### src/rtl/if_fetch_unit_pkg.sv
// Shared pipeline definitions for the instruction fetch stage.
// Contents: instruction width, NOP encoding (addi x0,x0,0), PC increment.
package if_fetch_unit_pkg;

  localparam int unsigned INSTR_W   = 32;
  localparam logic [31:0] NOP_INSTR = 32'h0000_0013;
  localparam int unsigned PC_INC    = 4;

endpackage

### src/rtl/fetch_fifo.sv
// Synchronous fetch buffer holding {pc, instruction} entries.
// Ports:
//   clk, reset          clock, asynchronous active-high reset
//   push, push_data     write an entry (ignored when full or flushing)
//   pop                 consume the head entry (ignored when empty)
//   flush               empty the buffer; wins over push and pop
//   count               number of valid entries (0..DEPTH)
//   head_data           entry at the head (meaningful when head_valid)
//   head_valid          buffer is not empty
module fetch_fifo #(
  parameter int unsigned WIDTH = 64,
  parameter int unsigned DEPTH = 4
) (
  input  logic                     clk,
  input  logic                     reset,
  input  logic                     push,
  input  logic [WIDTH-1:0]         push_data,
  input  logic                     pop,
  input  logic                     flush,
  output logic [$clog2(DEPTH):0]   count,
  output logic [WIDTH-1:0]         head_data,
  output logic                     head_valid
);

  localparam int unsigned AW = $clog2(DEPTH);
  localparam logic [AW:0] FULL_CNT = (AW+1)'(DEPTH);

  logic [WIDTH-1:0] mem [DEPTH];
  logic [AW-1:0]    wr_ptr;
  logic [AW-1:0]    rd_ptr;
  logic             do_push;
  logic             do_pop;

  assign head_valid = (count != '0);
  assign head_data  = mem[rd_ptr];
  assign do_push    = push && (count != FULL_CNT);
  assign do_pop     = pop && head_valid;

  always_ff @(posedge clk or posedge reset) begin
    if (reset) begin
      wr_ptr <= '0;
      rd_ptr <= '0;
      count  <= '0;
    end else if (flush) begin
      wr_ptr <= '0;
      rd_ptr <= '0;
      count  <= '0;
    end else begin
      if (do_push) wr_ptr <= wr_ptr + 1'b1;
      if (do_pop)  rd_ptr <= rd_ptr + 1'b1;
      case ({do_push, do_pop})
        2'b10:   count <= count + 1'b1;
        2'b01:   count <= count - 1'b1;
        default: ;
      endcase
    end
  end

  // Storage needs no reset: the head is only observed when count is non-zero.
  always_ff @(posedge clk) begin
    if (do_push && !flush) mem[wr_ptr] <= push_data;
  end

endmodule

### src/rtl/if_fetch_unit.sv
// Instruction fetch stage: owns the fetch PC, issues in-order word requests
// to instruction memory, buffers responses with their PCs and feeds IF/ID.
// Ports:
//   clk, reset                     clock, asynchronous active-high reset
//   stall                          downstream hold (same as IF/ID stall)
//   redirect_valid, redirect_pc    branch/jump/trap target (bits [1:0] ignored)
//   imem_req_valid/ready/addr      request channel (valid/ready)
//   imem_resp_valid/data           in-order response, no backpressure
//   pc_out, instruction_out        FIFO head (0 / NOP when empty)
//   valid_out                      FIFO head is valid
module if_fetch_unit
  import if_fetch_unit_pkg::*;
#(
  parameter int unsigned      XLEN         = 32,
  parameter logic [XLEN-1:0]  RESET_VECTOR = '0,
  parameter int unsigned      FIFO_DEPTH   = 4
) (
  input  logic                clk,
  input  logic                reset,
  input  logic                stall,
  input  logic                redirect_valid,
  input  logic [XLEN-1:0]     redirect_pc,
  output logic                imem_req_valid,
  input  logic                imem_req_ready,
  output logic [XLEN-1:0]     imem_req_addr,
  input  logic                imem_resp_valid,
  input  logic [INSTR_W-1:0]  imem_resp_data,
  output logic [XLEN-1:0]     pc_out,
  output logic [INSTR_W-1:0]  instruction_out,
  output logic                valid_out
);

  localparam int unsigned     CW      = $clog2(FIFO_DEPTH) + 1;
  localparam int unsigned     WIDTH   = XLEN + INSTR_W;
  localparam logic [CW:0]     DEPTH_W = (CW+1)'(FIFO_DEPTH);
  localparam logic [XLEN-1:0] PC_STEP = XLEN'(PC_INC);

  logic [XLEN-1:0]  fetch_pc;
  logic [XLEN-1:0]  resp_pc;
  logic [CW-1:0]    outstanding;
  logic [CW-1:0]    drop_cnt;
  logic [CW-1:0]    fifo_count;
  logic [CW:0]      credit_used;
  logic [XLEN-1:0]  redirect_tgt;
  logic             accept;
  logic             keep;
  logic             pop;
  logic [WIDTH-1:0] head_data;
  logic             head_valid;

  // Credits cover both in-flight requests and buffered entries, so every
  // response always has a FIFO slot even while decode is stalled.
  assign credit_used    = {1'b0, outstanding} + {1'b0, fifo_count};
  assign imem_req_valid = !reset && !redirect_valid && (credit_used < DEPTH_W);
  assign imem_req_addr  = fetch_pc;
  assign accept         = imem_req_valid && imem_req_ready;
  assign redirect_tgt   = redirect_pc & ~XLEN'(3);

  // Responses arriving during a redirect, or owed to a flushed stream, are dropped.
  assign keep = imem_resp_valid && !redirect_valid && (drop_cnt == '0);
  assign pop  = valid_out && !stall && !redirect_valid;

  always_ff @(posedge clk or posedge reset) begin
    if (reset) begin
      fetch_pc    <= RESET_VECTOR;
      resp_pc     <= RESET_VECTOR;
      outstanding <= '0;
      drop_cnt    <= '0;
    end else begin
      case ({accept, imem_resp_valid})
        2'b10:   outstanding <= outstanding + 1'b1;
        2'b01:   outstanding <= outstanding - 1'b1;
        default: ;
      endcase
      if (redirect_valid) begin
        fetch_pc <= redirect_tgt;
        resp_pc  <= redirect_tgt;
        // Everything still in flight after this cycle belongs to the old stream.
        drop_cnt <= outstanding - CW'(imem_resp_valid);
      end else begin
        if (accept) fetch_pc <= fetch_pc + PC_STEP;
        if (keep)   resp_pc  <= resp_pc + PC_STEP;
        if (imem_resp_valid && (drop_cnt != '0)) drop_cnt <= drop_cnt - 1'b1;
      end
    end
  end

  fetch_fifo #(
    .WIDTH (WIDTH),
    .DEPTH (FIFO_DEPTH)
  ) u_fifo (
    .clk        (clk),
    .reset      (reset),
    .push       (keep),
    .push_data  ({resp_pc, imem_resp_data}),
    .pop        (pop),
    .flush      (redirect_valid),
    .count      (fifo_count),
    .head_data  (head_data),
    .head_valid (head_valid)
  );

  assign valid_out       = head_valid;
  assign pc_out          = head_valid ? head_data[WIDTH-1:INSTR_W] : '0;
  assign instruction_out = head_valid ? head_data[INSTR_W-1:0] : NOP_INSTR;

endmodule

### config.mk
export PLATFORM = sky130hd
export DESIGN_NAME = if_fetch_unit
export DESIGN_NICKNAME = d
export VERILOG_FILES = /design/src/rtl/if_fetch_unit_pkg.sv /design/src/rtl/fetch_fifo.sv /design/src/rtl/if_fetch_unit.sv
export SDC_FILE = /design/constraint.sdc
export NUM_CORES = 1
export LEC_CHECK = 0
export ABC_AREA = 1
export BUFFER_PORTS_ARGS = -buffer_cell sky130_fd_sc_hd__buf_2
export CAP_MARGIN = 20
export CORE_UTILIZATION = 58
export DETAILED_ROUTE_END_ITERATION = 16
export PLACE_DENSITY = 0.79
export SETUP_SLACK_MARGIN = 0.1
export SKIP_CTS_REPAIR_TIMING = 1
export SYNTH_ARGS = -nofsm -noshare
export SYNTH_HDL_FRONTEND = slang
export SYNTH_SLANG_ARGS = --single-unit
### constraint.sdc
create_clock -name clk -period 10.5 [get_ports clk]
set_input_delay 0.525 -clock clk [delete_from_list [all_inputs] [get_ports clk]]
set_output_delay 0.525 -clock clk [all_outputs]
set_load 0.01 [all_outputs]
# Yosys cells after proc, flatten, opt, wreduce, memory -nomap -nowiden
# Memory sizes are Yosys's and may differ from the RTL's.
# Cells that the tools add are included.
[word_totals]
ff_bits = 77
ramBits = 256
memories = 1
inputBits = 70
[classes]
n_reduce_logical = 24
n_addsub = 11
magnitude_cmp = 1
n_eq_ne = 5
n_mux = 17
[memory_table]
columns = ["memory", "words", "word_bits", "rd", "rd_ports_with_merged_regs", "write_ports", "line_no", "source"]
rows = [
  ["u_fifo.mem", 4, 64, 1, 0, 1, "fetch_fifo.sv:28", "logic [WIDTH-1:0] mem [DEPTH];"],
]
[op_table]
columns = ["op", "n"]
rows = [
  ["32-bit 2-to-1 mux", 6],
  ["32-bit by 3-bit adder with 32-bit output, second input constant", 2],
  ["3-bit case mux with 2 select lines", 2],
  ["2-bit nonzero test", 6],
  ["1-bit logical AND", 11],
  ["3-bit 2-to-1 mux", 3],
  ["3-bit nonzero test", 3],
  ["3-bit by 1-bit subtractor with 3-bit output, second input constant", 3],
  ["2-bit 2-to-1 mux", 4],
  ["3-bit by 1-bit adder with 3-bit output, second input constant", 2],
  ["2-bit by 1-bit adder with 2-bit output, second input constant", 2],
  ["3-bit by 3-bit adder with 4-bit output", 1],
  ["2-bit by 1-bit equality test with 1-bit output, second input constant", 2],
  ["2-bit equality test, second input constant", 2],
  ["4-bit by 3-bit less-than comparator with 1-bit output, second input constant", 1],
  ["1-bit zero test", 3],
  ["3-bit zero test", 1],
  ["3-bit inequality test, second input constant", 1],
  ["3-bit by 1-bit subtractor with 3-bit output", 1],
  ["1-bit 2-to-1 mux", 2],
]

# Depth between registers and ports, before layout
# Gate-level depths: netlist of run 1.
[logic_depth]
ltp_word = 7
ltp_mapped = 14
depth_no_buf = 14

# Cells and area by module
# From an unflattened synthesis of run 1, not the netlist that was laid out.
[hier_totals]
hier_cells = 1514
hier_area_um2 = 15118.2
[by_module_without_submodules]
columns = ["module", "instances", "cells_per_inst", "seq_area_each_um2", "area_per_inst_um2"]
rows = [
  ["fetch_fifo", 1, 683, 7862.5, 9973.3],
  ["if_fetch_unit", 1, 831, 1651.6, 5144.9],
]

# Worst setup path after synthesis of run 1
# OpenSTA, ideal clock, no wires.
[synth_path]
kind = "register to register"
from = "register drop_cnt[0]"
to = "memory u_fifo.mem[0][0], enable pin"
stages_incl_launch_ff = 7
t_arrival_ns = 3.661
setup_time_ns = 0.482
setup_slack_ns = 6.356
n_path_buf = 0
cell_sequence = "dfrtp_1 -> inv_1 -> ha_1 -> nand2_2 -> nor3_4 -> nand2_2 -> nor2_1"
[synth_between]
elab_chain_len = 6
[synth_rtl]
columns = ["item", "line_no", "source"]
rows = [
  ["start: declaration", "if_fetch_unit.sv:41", "logic [CW-1:0] drop_cnt;"],
  ["start signal: assignment", "if_fetch_unit.sv:79", "drop_cnt <= outstanding - CW'(imem_resp_valid);"],
  ["start signal: assignment", "if_fetch_unit.sv:83", "if (imem_resp_valid && (drop_cnt != '0)) drop_cnt <= drop_cnt - 1'b1;"],
  ["3-bit zero test", "if_fetch_unit.sv:60", "assign keep = imem_resp_valid && !redirect_valid && (drop_cnt == '0);"],
  ["1-bit logical AND", "if_fetch_unit.sv:60", ""],
  ["1-bit logical AND", "fetch_fifo.sv:36", "assign do_push = push && (count != FULL_CNT);"],
  ["1-bit logical AND", "fetch_fifo.sv:61", "if (do_push && !flush) mem[wr_ptr] <= push_data;"],
  ["1-bit 2-to-1 mux", "fetch_fifo.sv:61", ""],
  ["1-bit 2-to-1 mux (not written as such)", "fetch_fifo.sv:61", ""],
  ["end: declaration", "fetch_fifo.sv:28", ""],
]
# Every way passes these cells.

# Worst setup path in the final report of run 1
[layout_path]
from = "register u_fifo.rd_ptr[0]"
to = "output pc_out[21]"
[layout_between]
elab_chain_len = 2
[layout_rtl]
columns = ["item", "line_no", "source"]
rows = [
  ["start: declaration", "fetch_fifo.sv:30", "logic [AW-1:0] rd_ptr;"],
  ["start signal: assignment", "fetch_fifo.sv:50", "if (do_pop) rd_ptr <= rd_ptr + 1'b1;"],
  ["memory read 4 x 64 bit", "n/a", ""],
  ["32-bit 2-to-1 mux", "if_fetch_unit.sv:104", "assign pc_out = head_valid ? head_data[WIDTH-1:INSTR_W] : '0;"],
  ["end: declaration", "if_fetch_unit.sv:28", "output logic [XLEN-1:0] pc_out,"],
]
# Every way passes these cells.

==> summary.md, run 1 <==
| Metric | Value |
|---|---|
| Result of the run | `finished, final reports clean` |
| Number of hold-slack violations in the final timing report | `0` |
| Min setup slack post-route | `6.85 ns` |
| Post-CTS clock slew at the launch and capture registers of the worst setup and hold paths | `0.06 ns` |
| Slowest stage delay, CP | `0.72 ns` |
| Largest net degree at the start of global routing | `87` |
| Synth Cell Area | `14,700 µm²` |
| Area growth from synthesis to layout | `14.4%` |
| Global-route wire length before repair | `53,700 µm` |
| Number of antenna violations at the first check in global routing | `1` |
| Transition time at the pin with the least slew margin | `0.966 ns` |
| Worst-case setup slack after placement | `6.64 ns` |
| Count of yosys warnings during synthesis | `0` |
| Clock network latency to the later pin of the worst-skew pair | `0.52 ns` |
| Vias in the first global route | `10,500` |
| Ratio of cells with drive above 1 in the final layout | `14.9%` |
| Worst Setup End Kind | `output port` |
| Maximum ir drop on the vdd rail | `0.177 mV` |
| Count of buffers inserted at the top-level ports | `161` |
| Die outline width | `161 µm` |
| Setup TNS Final | `0 ns` |
| Category of the critical setup timing path | `reg2out` |
| Number of inserted filler cells in the final layout | `1,829` |
| Ant diodes | `0` |
| Avg Cell Area, Syn | `9.74 µm²` |
| Core region area | `24,500 µm²` |
| Switching power | `1340 µW` |
| Maximum clock frequency | `274 MHz` |
| Cell chain of the critical path | `inv_2 > buf_4 > o21ai_0 > a21oi_1 > buf_2` |
| Die Area | `25,900 µm²` |
| Vias per std cell | `5.56` |
| Most frequently used flop master after synthesis | `edfxtp_1` |
| Average wire per standard cell | `17.0 µm` |
| Most area-hungry cell type in the Yosys netlist | `edfxtp_1` |
| Number of nets with antenna violations after routing | `0` |
| Part of the total power dissipated in combinational logic | `28.2%` |
| Highest net fanout along the worst path | `86` |
| Biggest area contributors in the synthesized netlist | `edfxtp_1 51%, dfrtp_1 12%, nor2_1 8.5%` |
| Cell count after synthesis | `1,505` |
| Final max-slew violation count | `0` |
| Y dimension of the die | `161 µm` |
| TritonCTS clock tree | `done` |
| Slowest cell on the critical path | `buf_4` |
| Detailed-router iteration count before antenna repair | `6` |
| Fraction of synthesized cell area taken by the top area cell type | `50.8%` |
| Power density over cell area | `230 nW/µm²` |
| Depth of the CTS H-tree | `2` |
| Data arrival time of the critical path | `3.12 ns` |
| Crit path time final | `3.65 ns` |
| Via count | `11,100` |
| Critical path startpoint category | `flop` |
| Bufs and invs on worst path | `3` |
| Tot GR Track Use | `26.4%` |
| Sequential share of power | `41.9%` |
| Num CTS Buffers | `34` |
| Initial cell density of the core | `59.8%` |
| Family with the most delay on the worst path | `buffers and inverters` |
| Critical path data required time | `9.98 ns` |
| Worst clock skew | `0.0203 ns` |
| Part of the cycle the worst path needs | `34.7%` |
| EDFF count, synth | `248` |
| Leakage power of the design | `0.00670 µW` |
| Number of nets in the finished design | `1,732` |
| Seq/Total Area, Yosys | `63.2%` |
| Cell at the root of the clock tree | `clkbuf_16` |
| Most common cell after layout, fill and taps aside | `nor2_1` |
| Max-Slew Margin vs Limit | `35.6%` |
| Fraction of registers with async set or reset after synthesis | `22.7%` |
| Maximum root-to-sink buffer count | `3` |
| Unrepaired setup endpoints after global routing | `no` |
| Overall overflow remaining after global route | `0` |
| Switching fraction of total power | `34.6%` |
| Number of setup violations in the final report | `0` |
| Total Wirelength | `34,000 µm` |
| Commonest non-fill, non-tap cells in the layout | `329 x nor2_1, 258 x nand2_1, 248 x edfxtp_1, 163 x o21ai_0, 161 x buf_2` |
| Share of total power in the clock network | `29.9%` |
| Worst hold-check path type | `in2reg` |
| Number of storage elements in the synthesis netlist | `321` |
| DRC violations left | `0` |
| RD Place Congestion | `0.915` |
| Cell Int Power | `2520 µW` |
| DPL Wire Length | `20,400 µm` |
| Max-capacitance violation count | `0` |
| Number of DRC markers in iteration 0 | `1,042` |
| Rows | `57` |
| I/O pin count | `168` |
| Clock sink count | `321` |
| Count of cell types in the netlist | `34` |
-- metal layers --
layer  track usage, %  up-vias  wire length (µm)
met5                0        -                 0
li1                 -     5352                 -
met2             44.3      487             16600
met1             35.2     5190             13900
met3             4.03       65              2710
met4             9.56        0               835
-- cells in the mapped netlist (10+ instances only) --
cell type / instances
nand3_1: 75
dfrtp_1: 73
nor3_1: 10
nor2_1: 333
nand2_1: 258
buf_2: 21
inv_1: 97
edfxtp_1: 248
xor2_1: 16
o211ai_1: 14
a21oi_1: 78
clkbuf_1: 32
ha_1: 13
nand4_1: 10
o21ai_0: 163
-- path summary, 6_finish.rpt --
path | cells after the start | slack [ns] | to | start
setup / recovery | 5 | 6.85 | pc_out[21] | u_fifo.rd_ptr[0]
hold / removal | 1 | 0.21 | u_fifo.mem[2][4] | imem_resp_data[4]
setup reg to reg | 7 | 7.07 | u_fifo.mem[2][54] | drop_cnt[0]
hold reg to reg | 1 | 0.51 | outstanding[0] | outstanding[0]
max in group asynchronous | 3 | 9.47 | u_fifo.rd_ptr[0] | reset
min in group asynchronous | 3 | 0.31 | u_fifo.count[2] | reset
-- logic make-up after synthesis --
group / synth area share [%]
and+or+nand+nor: 19.5
AOI/OAI and AO/OA: 9.58
other: 0.0256
DFF: 63.2
xor gates and xnor gates: 1.37
adders and majority gates: 1.38
buffers and inverters: 4.86
-- power groups by stage --
stage / Sequential, µW / Combinational, µW / Clock, µW
final: 1620 / 1090 / 1150
after global routing: 1630 / 1210 / 1220
after CTS: 1610 / 1090 / 1170
after detailed placement: 1640 / 1080 / 0
after global placement: 1630 / 1050 / 0
after floorplan: 1590 / 730 / 0
-- metrics by stage --
stage	util, %	power [µW]	std cells	hold slack, ns	instance area [µm²]
3_5_place_dp	63.9	2720	1935	0.512	15700
2_1_floorplan	-	2320	1508	0.467	14700
5_1_grt	68.4	4060	1997	0.207	16800
3_3_place_gp	63.9	2690	1935	0.491	15700
6_report	68.4	3860	1997	0.214	16800
4_1_cts	68.4	3880	1997	0.209	16800
-- sequential cells by signal, indices dropped and copies added (netlist names) --
signal and cells:
drop_cnt 3, resp_pc 30, u_fifo.wr_ptr 2, imem_req_addr 30
u_fifo.mem 248, outstanding 3, u_fifo.count 3, u_fifo.rd_ptr 2
-- layout make-up --
type | instances | area, µm² | area share (%)
Tap cell | 324 | 405 | 2.42
Clock buffer | 41 | 908 | 5.42
Multi-Input combinational cell | 1015 | 4720 | 28.1
Inverter | 104 | 390 | 2.33
Clock inverter | 21 | 186 | 1.11
Sequential cell | 321 | 9280 | 55.3
Timing Repair Buffer | 171 | 881 | 5.25
Note: power is estimated with default switching activity, not from simulation.
==> run 2: changes to the inputs <==
CORE_UTILIZATION = 53   (was 58)
PLACE_DENSITY = 0.76   (was 0.79)
clock period = 3.23 ns   (was 10.5 ns; I/O delays follow)
==> run 2 against run 1 <==
Net effect:
- combinational power rose to 3.3 times the previous value
- critical path depth stayed put
- worst hold slack worse by 0.24 ns
- design area is 3.8% higher
- first-iteration DRC count is 8.3% lower
- power rose to 3.3 times the previous value
- die area is 9.3% higher
- the run now ends with hold timing left
- final cell count up 3.7%
- largest cell class unchanged
==> summary.md, run 2 (synthesized netlist as in run 1, its figures left out) <==
| Metric | Value |
|---|---|
| Result of the run | `complete, but fails checks` |
| Violations in the final reports | `hold timing` |
| Leakage power of the design | `0.00697 µW (+4.0%)` |
| Data arrival time of the critical path | `2.47 ns (-0.65 ns)` |
| Top register by number of flip-flops | `u_fifo.mem` |
| Family with the most delay on the worst path | `flip-flops` |
| Worst hold endpoint | `imem_req_addr[18]` |
| Y dimension of the die | `168 µm (+4.6%)` |
| Cell at the root of the clock tree | `clkbuf_16` |
| Number of nets in the finished design | `1,789 (+3.3%)` |
| Tot GR Track Use | `24.5% (-1.9 points)` |
| Max-Slew Margin vs Limit | `47.7% (+12 points)` |
| Depth of the CTS H-tree | `2 (unchanged)` |
| Vias in the first global route | `10,600 (+1.0%)` |
| Rows | `60 (+5.3%)` |
| Ant diodes | `0 (unchanged)` |
| Clock network latency to the later pin of the worst-skew pair | `0.51 ns (about the same)` |
| Average wire per standard cell | `17.0 µm (-0.46%)` |
| Unrepaired setup endpoints after global routing | `no` |
| Initial cell density of the core | `54.3% (-5.5 points)` |
| Highest net fanout along the worst path | `46 (-47%)` |
| Bufs and invs on worst path | `3 (unchanged)` |
| Slowest stage delay, CP | `0.77 ns (+0.05 ns)` |
| Reg2Reg Setup Slack | `0.78 ns (-6.29 ns)` |
| Maximum root-to-sink buffer count | `3 (unchanged)` |
| Crit path time final | `2.63 ns` |
| Launch instance of the worst register-to-register path | `u_fifo.count[1]` |
| Slowest cell on the critical path | `dfrtp_4` |
| Hold path startpoint | `redirect_pc[18]` |
| Number of nets with antenna violations after routing | `0 (unchanged)` |
| Count of buffers inserted at the top-level ports | `161 (unchanged)` |
| Final max-slew violation count | `0 (unchanged)` |
| Die outline width | `168 µm (+4.6%)` |
| Via count | `11,400 (+2.5%)` |
| Worst hold-check path type | `in2reg` |
| Core region area | `27,000 µm² (+10%)` |
| Max-capacitance violation count | `0 (unchanged)` |
| Final core utilization | `64.4% (-3.9 points)` |
| Worst clock skew | `0.0276 ns (+0.00731 ns)` |
| Number of hold-slack violations in the final timing report | `5 (+5)` |
| Ratio of cells with drive above 1 in the final layout | `14.9% (+0.030 points)` |
| Detailed-router iteration count before antenna repair | `5 (-1)` |
| Num CTS Buffers | `35 (+2.9%)` |
| Critical path data required time | `3.07 ns (-6.91 ns)` |
| Clock sink count | `321 (unchanged)` |
| Transition time at the pin with the least slew margin | `0.784 ns (-0.182 ns)` |
| Global-route wire length before repair | `54,300 µm (+1.2%)` |
| Final non-filler cell area | `17,400 µm² (+3.8%)` |
| Part of the cycle the worst path needs | `81.5%` |
| Largest net degree at the start of global routing | `84 (-3.4%)` |
| Power density over cell area | `732 nW/µm² (+220%)` |
| Die Area | `28,300 µm² (+9.3%)` |
| Number of inserted filler cells in the final layout | `2,105 (+15%)` |
| Number of setup violations in the final report | `0 (unchanged)` |
| Maximum ir drop on the vdd rail | `0.379 mV (+110%)` |
| Number of cells traversed by the worst register-to-register path | `11 (+4)` |
| I/O pin count | `168 (unchanged)` |
| Critical path startpoint category | `flop` |
| Overall overflow remaining after global route | `0 (unchanged)` |
| Post-CTS clock slew at the launch and capture registers of the worst setup and hold paths | `0.06 ns (about the same)` |
| Post-detailed-placement cell area | `15,800 µm² (+1.0%)` |
| Multi-input combinational cell area | `4720 µm² (unchanged)` |
| Cell chain of the critical path | `inv_2 > buf_4 > o21ai_0 > a21oi_1 > buf_2` |
| RD Place Congestion | `0.904 (-1.2%)` |
| Worst r2r dst | `outstanding[2]` |
| Commonest non-fill, non-tap cells in the layout | `329 x nor2_1, 258 x nand2_1, 248 x edfxtp_1, 163 x o21ai_0, 161 x buf_2` |
| Depth of the worst hold-timing path | `3 (+2)` |
| Area growth from synthesis to layout | `18.7%` |
| Count of non-filler cells in the finished layout | `2,071 (+3.7%)` |
| Total Wirelength | `35,100 µm (+3.2%)` |
| Register cell area after layout | `9280 µm² (unchanged)` |
| DPL Wire Length | `21,700 µm (+6.7%)` |
| Worst-case hold slack | `-0.0268 ns (-0.241 ns)` |
| Maximum clock frequency | `380 MHz` |
| Most common cell after layout, fill and taps aside | `nor2_1` |
| Number of antenna violations at the first check in global routing | `0 (-1)` |
| Number of DRC markers in iteration 0 | `955 (-8.3%)` |
| Setup TNS Final | `0 ns (unchanged)` |
| TritonCTS clock tree | `done` |
| Flip-flop count of the largest register after layout | `248 (unchanged)` |
| DRC violations left | `0 (unchanged)` |
| Vias per std cell | `5.49 (-1.2%)` |
| Worst Setup End Kind | `output port` |
| Category of the critical setup timing path | `reg2out` |
| Placed cells | `1,961 (+1.3%)` |
-- run 2: report_power, final --
group | leakage (µW) | switching (µW) | internal, µW | total [µW]
registers | 0.00312 | 451 | 4830 | 5280
logic | 0.00331 | 2360 | 1280 | 3640
clock network | 0.000543 | 1560 | 2250 | 3810
total | 0.00697 | 4370 | 8360 | 12700
-- run 2: worst max-delay path by stage --
stage / from / end / slack, ns / cells past startpoint
2_1_floorplan: drop_cnt[0] / u_fifo.mem[0][0] / -0.91 / 6
3_3_place_gp: u_fifo.count[1] / outstanding[2] / 0.83 / 11
3_5_place_dp: u_fifo.count[1] / outstanding[2] / 0.77 / 11
4_1_cts: u_fifo.rd_ptr[0] / instruction_out[4] / 0.60 / 5
5_1_grt: u_fifo.rd_ptr[0] / instruction_out[1] / 0.40 / 7
6_report: u_fifo.rd_ptr[0] / pc_out[8] / 0.60 / 5
-- run 2: layer usage --
metal	global-route usage (%)	share of wire, %	vias to the layer above
li1	-	-	5464
met1	33.2	42	5387
met2	40.3	47	453
met3	3.76	7.8	66
met4	8.89	2.6	0
met5	0	0	-
-- run 2: area by class of cell --
cell class | count | share of cell area (%)
multi-input combinational | 1015 | 27.1
timing repair buffer | 227 | 8.58
clock inverter | 19 | 0.884
tap | 341 | 2.45
sequential | 321 | 53.3
clock buffer | 44 | 5.46
inverter | 104 | 2.24
-- run 2: per-stage QoR --
step                worst slack (ns)  power, µW  hold WS (ns)
CTS                            0.601      12700        -0.172
global placement               0.833       8820         0.351
global route                   0.398      13400       0.00348
detailed placement             0.767       8930         0.353
finish                         0.597      12700       -0.0268
floorplan                     -0.914       7550         0.260
-- run 2: worst reg2reg max path: stages (launching register included) --
cell and delay (ns):
dfrtp_1 0.45, ha_1 0.30, nand3_1 0.07, nand2_1 0.08, nor2_2 0.05, nand2_1 0.30, ha_1 0.22, inv_1 0.07
fa_1 0.39, a21oi_1 0.15, o21ai_0 0.12, xnor2_1 0.13
==> run 3: changes to the inputs <==
clock period = 2.3 ns   (was 3.23 ns; I/O delays follow)
==> run 3 against run 2 <==
Net effect:
- the flow still finishes with violations (hold timing)
- power up 43%
- sequential share of layout area shrank 1.2 points
- register-to-register slack got worse by 0.59 ns
- clock power rose by 42%
- sequential power is 39% higher
- die area did not move
- final cell count increased by 1.3%
- global-route usage rose by 0.59 points
- wire length grew 2.5%
==> summary.md, run 3 (synthesized netlist as in run 1, its figures left out) <==
| Metric | Value |
|---|---|
| Result of the run | `complete, but fails checks` |
| Violations in the final reports | `hold timing` |
| Share of total power in the clock network | `29.5% (-0.4 points)` |
| Average wire per standard cell | `17.2 µm (+1.2%)` |
| DPL Wire Length | `22,200 µm (+2.4%)` |
| Family with the most delay on the worst path | `buffers and inverters` |
| Depth of the CTS H-tree | `2 (unchanged)` |
| Global-route wire length before repair | `55,900 µm (+2.8%)` |
| Worst-case hold slack | `-0.0488 ns (-0.0220 ns)` |
| Num CTS Buffers | `34 (-2.9%)` |
| Most common cell after layout, fill and taps aside | `nor2_1` |
| Die Area | `28,300 µm² (unchanged)` |
| Launch instance of the worst register-to-register path | `u_fifo.count[2]` |
| I/O pin count | `168 (unchanged)` |
| Sequential share of power | `40.1% (-1.4 points)` |
| Largest net degree at the start of global routing | `61 (-27%)` |
| Count of buffers inserted at the top-level ports | `161 (unchanged)` |
| Worst hold-check path type | `in2reg` |
| Tot GR Track Use | `25.1% (+0.59 points)` |
| Worst r2r dst | `u_fifo.count[2]` |
| Flip-flop count of the largest register after layout | `248 (unchanged)` |
| Max-capacitance violation count | `0 (unchanged)` |
| Leakage power of the design | `0.00714 µW (+2.5%)` |
| Highest net fanout along the worst path | `59 (+28%)` |
| Critical path startpoint category | `flop` |
| Category of the critical setup timing path | `reg2out` |
| Unrepaired setup endpoints after global routing | `no` |
| Final core utilization | `65.9% (+1.5 points)` |
| Ratio of cells with drive above 1 in the final layout | `16.6% (+1.6 points)` |
| Depth of the worst hold-timing path | `5 (+2)` |
| Worst hold endpoint | `resp_pc[29]` |
| DRC violations left | `0 (unchanged)` |
| Hold path startpoint | `redirect_pc[29]` |
| Cell chain of the critical path | `nor3_4 > clkbuf_8 > a21oi_1 > buf_2` |
| Area growth from synthesis to layout | `21.5%` |
| RD Place Congestion | `0.903 (-0.13%)` |
| Cell Int Power | `12,100 µW (+44%)` |
| Post-CTS clock slew at the launch and capture registers of the worst setup and hold paths | `0.06 ns (about the same)` |
| Y dimension of the die | `168 µm (unchanged)` |
| Clock network latency to the later pin of the worst-skew pair | `0.51 ns (about the same)` |
| Initial cell density of the core | `54.3% (unchanged)` |
| Die outline width | `168 µm (unchanged)` |
| Worst Setup End Kind | `output port` |
| Max-Slew Margin vs Limit | `62.2% (+15 points)` |
| Number of DRC markers in iteration 0 | `971 (+1.7%)` |
| Vias in the first global route | `11,000 (+3.0%)` |
| Bufs and invs on worst path | `2 (-1)` |
| Total Wirelength | `36,000 µm (+2.5%)` |
| Top register by number of flip-flops | `u_fifo.mem` |
| Number of hold-slack violations in the final timing report | `4 (-1)` |
| Commonest non-fill, non-tap cells in the layout | `329 x nor2_1, 254 x nand2_1, 248 x edfxtp_1, 162 x o21ai_0, 161 x buf_2` |
| Slowest stage delay, CP | `0.47 ns (-0.30 ns)` |
| Vias per std cell | `5.46 (-0.47%)` |
| Maximum ir drop on the vdd rail | `0.769 mV (+100%)` |
| Via count | `11,500 (+0.83%)` |
| Worst clock skew | `0.0233 ns (-0.00436 ns)` |
| Cell at the root of the clock tree | `clkbuf_16` |
| TritonCTS clock tree | `done` |
| Data arrival time of the critical path | `2.03 ns (-0.44 ns)` |
| Switching power | `6220 µW (+42%)` |
| Maximum root-to-sink buffer count | `3 (unchanged)` |
| Number of antenna violations at the first check in global routing | `0 (unchanged)` |
| Ant diodes | `0 (unchanged)` |
| Part of the cycle the worst path needs | `93.2%` |
| Overall overflow remaining after global route | `0 (unchanged)` |
| Final max-slew violation count | `0 (unchanged)` |
| Maximum clock frequency | `466 MHz` |
| Switching fraction of total power | `34.0% (-0.30 points)` |
| Core region area | `27,000 µm² (unchanged)` |
| Setup TNS Final | `0 ns (unchanged)` |
| Number of setup violations in the final report | `0 (unchanged)` |
| Detailed-router iteration count before antenna repair | `6 (+1)` |
| Crit path time final | `2.14 ns` |
| Power density over cell area | `1030 nW/µm² (+40%)` |
| Number of cells traversed by the worst register-to-register path | `13 (+2)` |
| Part of the total power dissipated in combinational logic | `30.4% (+1.8 points)` |
| Critical path data required time | `2.18 ns (-0.89 ns)` |
| Reg2Reg Setup Slack | `0.19 ns (-0.59 ns)` |
| Rows | `60 (unchanged)` |
| Number of nets in the finished design | `1,819 (+1.7%)` |
| Slowest cell on the critical path | `clkbuf_8` |
| Number of nets with antenna violations after routing | `0 (unchanged)` |
| Transition time at the pin with the least slew margin | `0.567 ns (-0.218 ns)` |
| Clock sink count | `321 (unchanged)` |
## run 3: cell count changes in the layout (fill, tap and decap cells not counted), moves of 3 or more
cell | previous run | this run
dlygate4sd3_1 | 47 | 59
buf_4 | 13 | 24
clkinv_1 | 7 | 3
nand2_1 | 258 | 254
buf_12 | 6 | 9
dfrtp_1 | 71 | 68
dfrtp_2 | 1 | 4
inv_1 | 96 | 93
## run 3: stage by stage
step           hold WS, ns  setup slack (ns)  instance area (µm²)  power [µW]  instances
2_1_floorplan        0.214            -0.165                14700       10600       1508
3_3_place_gp         0.245             0.222                16000       12500       1973
3_5_place_dp         0.247             0.136                16000       12700       1973
4_1_cts             -0.282           -0.0610                17100       18100       2032
5_1_grt             0.0136            0.0780                17800       19200       2098
6_report           -0.0488             0.156                17800       18300       2098
## run 3: routing by layer
metal	part of all wire (%)	GRT usage [%]	vias to the layer above
li1	-	-	5515
met1	41	32.4	5410
met2	49	43.4	486
met3	7.7	4.58	53
met4	2.1	7.19	0
met5	0	0	-
## run 3: final cells by class
cell class | count | area (µm²)
Clock inverter | 19 | 208
Multi-Input combinational cell | 1015 | 4760
Inverter | 104 | 399
Timing Repair Buffer | 258 | 1840
Tap cell | 341 | 427
Sequential cell | 321 | 9280
Fill cell | 2000 | 9210
Clock buffer | 40 | 895
## run 3: worst register-to-register path, delay by kind of cell (launching register included)
family | cells | cell delay (ns)
and+or+nand+nor | 7 | 0.71
DFF | 1 | 0.45
adders and majority gates | 1 | 0.35
buffers and inverters | 4 | 0.34
xor gates and xnor gates | 1 | 0.16
## run 3: how the worst max path moves through the flow
stage / start / to / slack (ns) / cells after the start
final: u_fifo.count[2] / pc_out[15] / 0.16 / 4
after global placement: u_fifo.count[1] / outstanding[2] / 0.22 / 11
after floorplan: drop_cnt[1] / u_fifo.mem[0][0] / -0.16 / 6
after global routing: u_fifo.count[2] / imem_req_addr[22] / 0.08 / 11
after detailed placement: u_fifo.count[1] / outstanding[2] / 0.14 / 11
after CTS: u_fifo.count[0] / pc_out[15] / -0.06 / 4
## run 3: power groups by stage
stage	Combinational [µW]	Sequential (µW)	Clock [µW]
2_1_floorplan	3380	7260	0
3_3_place_gp	5120	7420	0
3_5_place_dp	5270	7440	0
4_1_cts	5310	7330	5460
5_1_grt	6140	7380	5710
6_report	5560	7320	5400
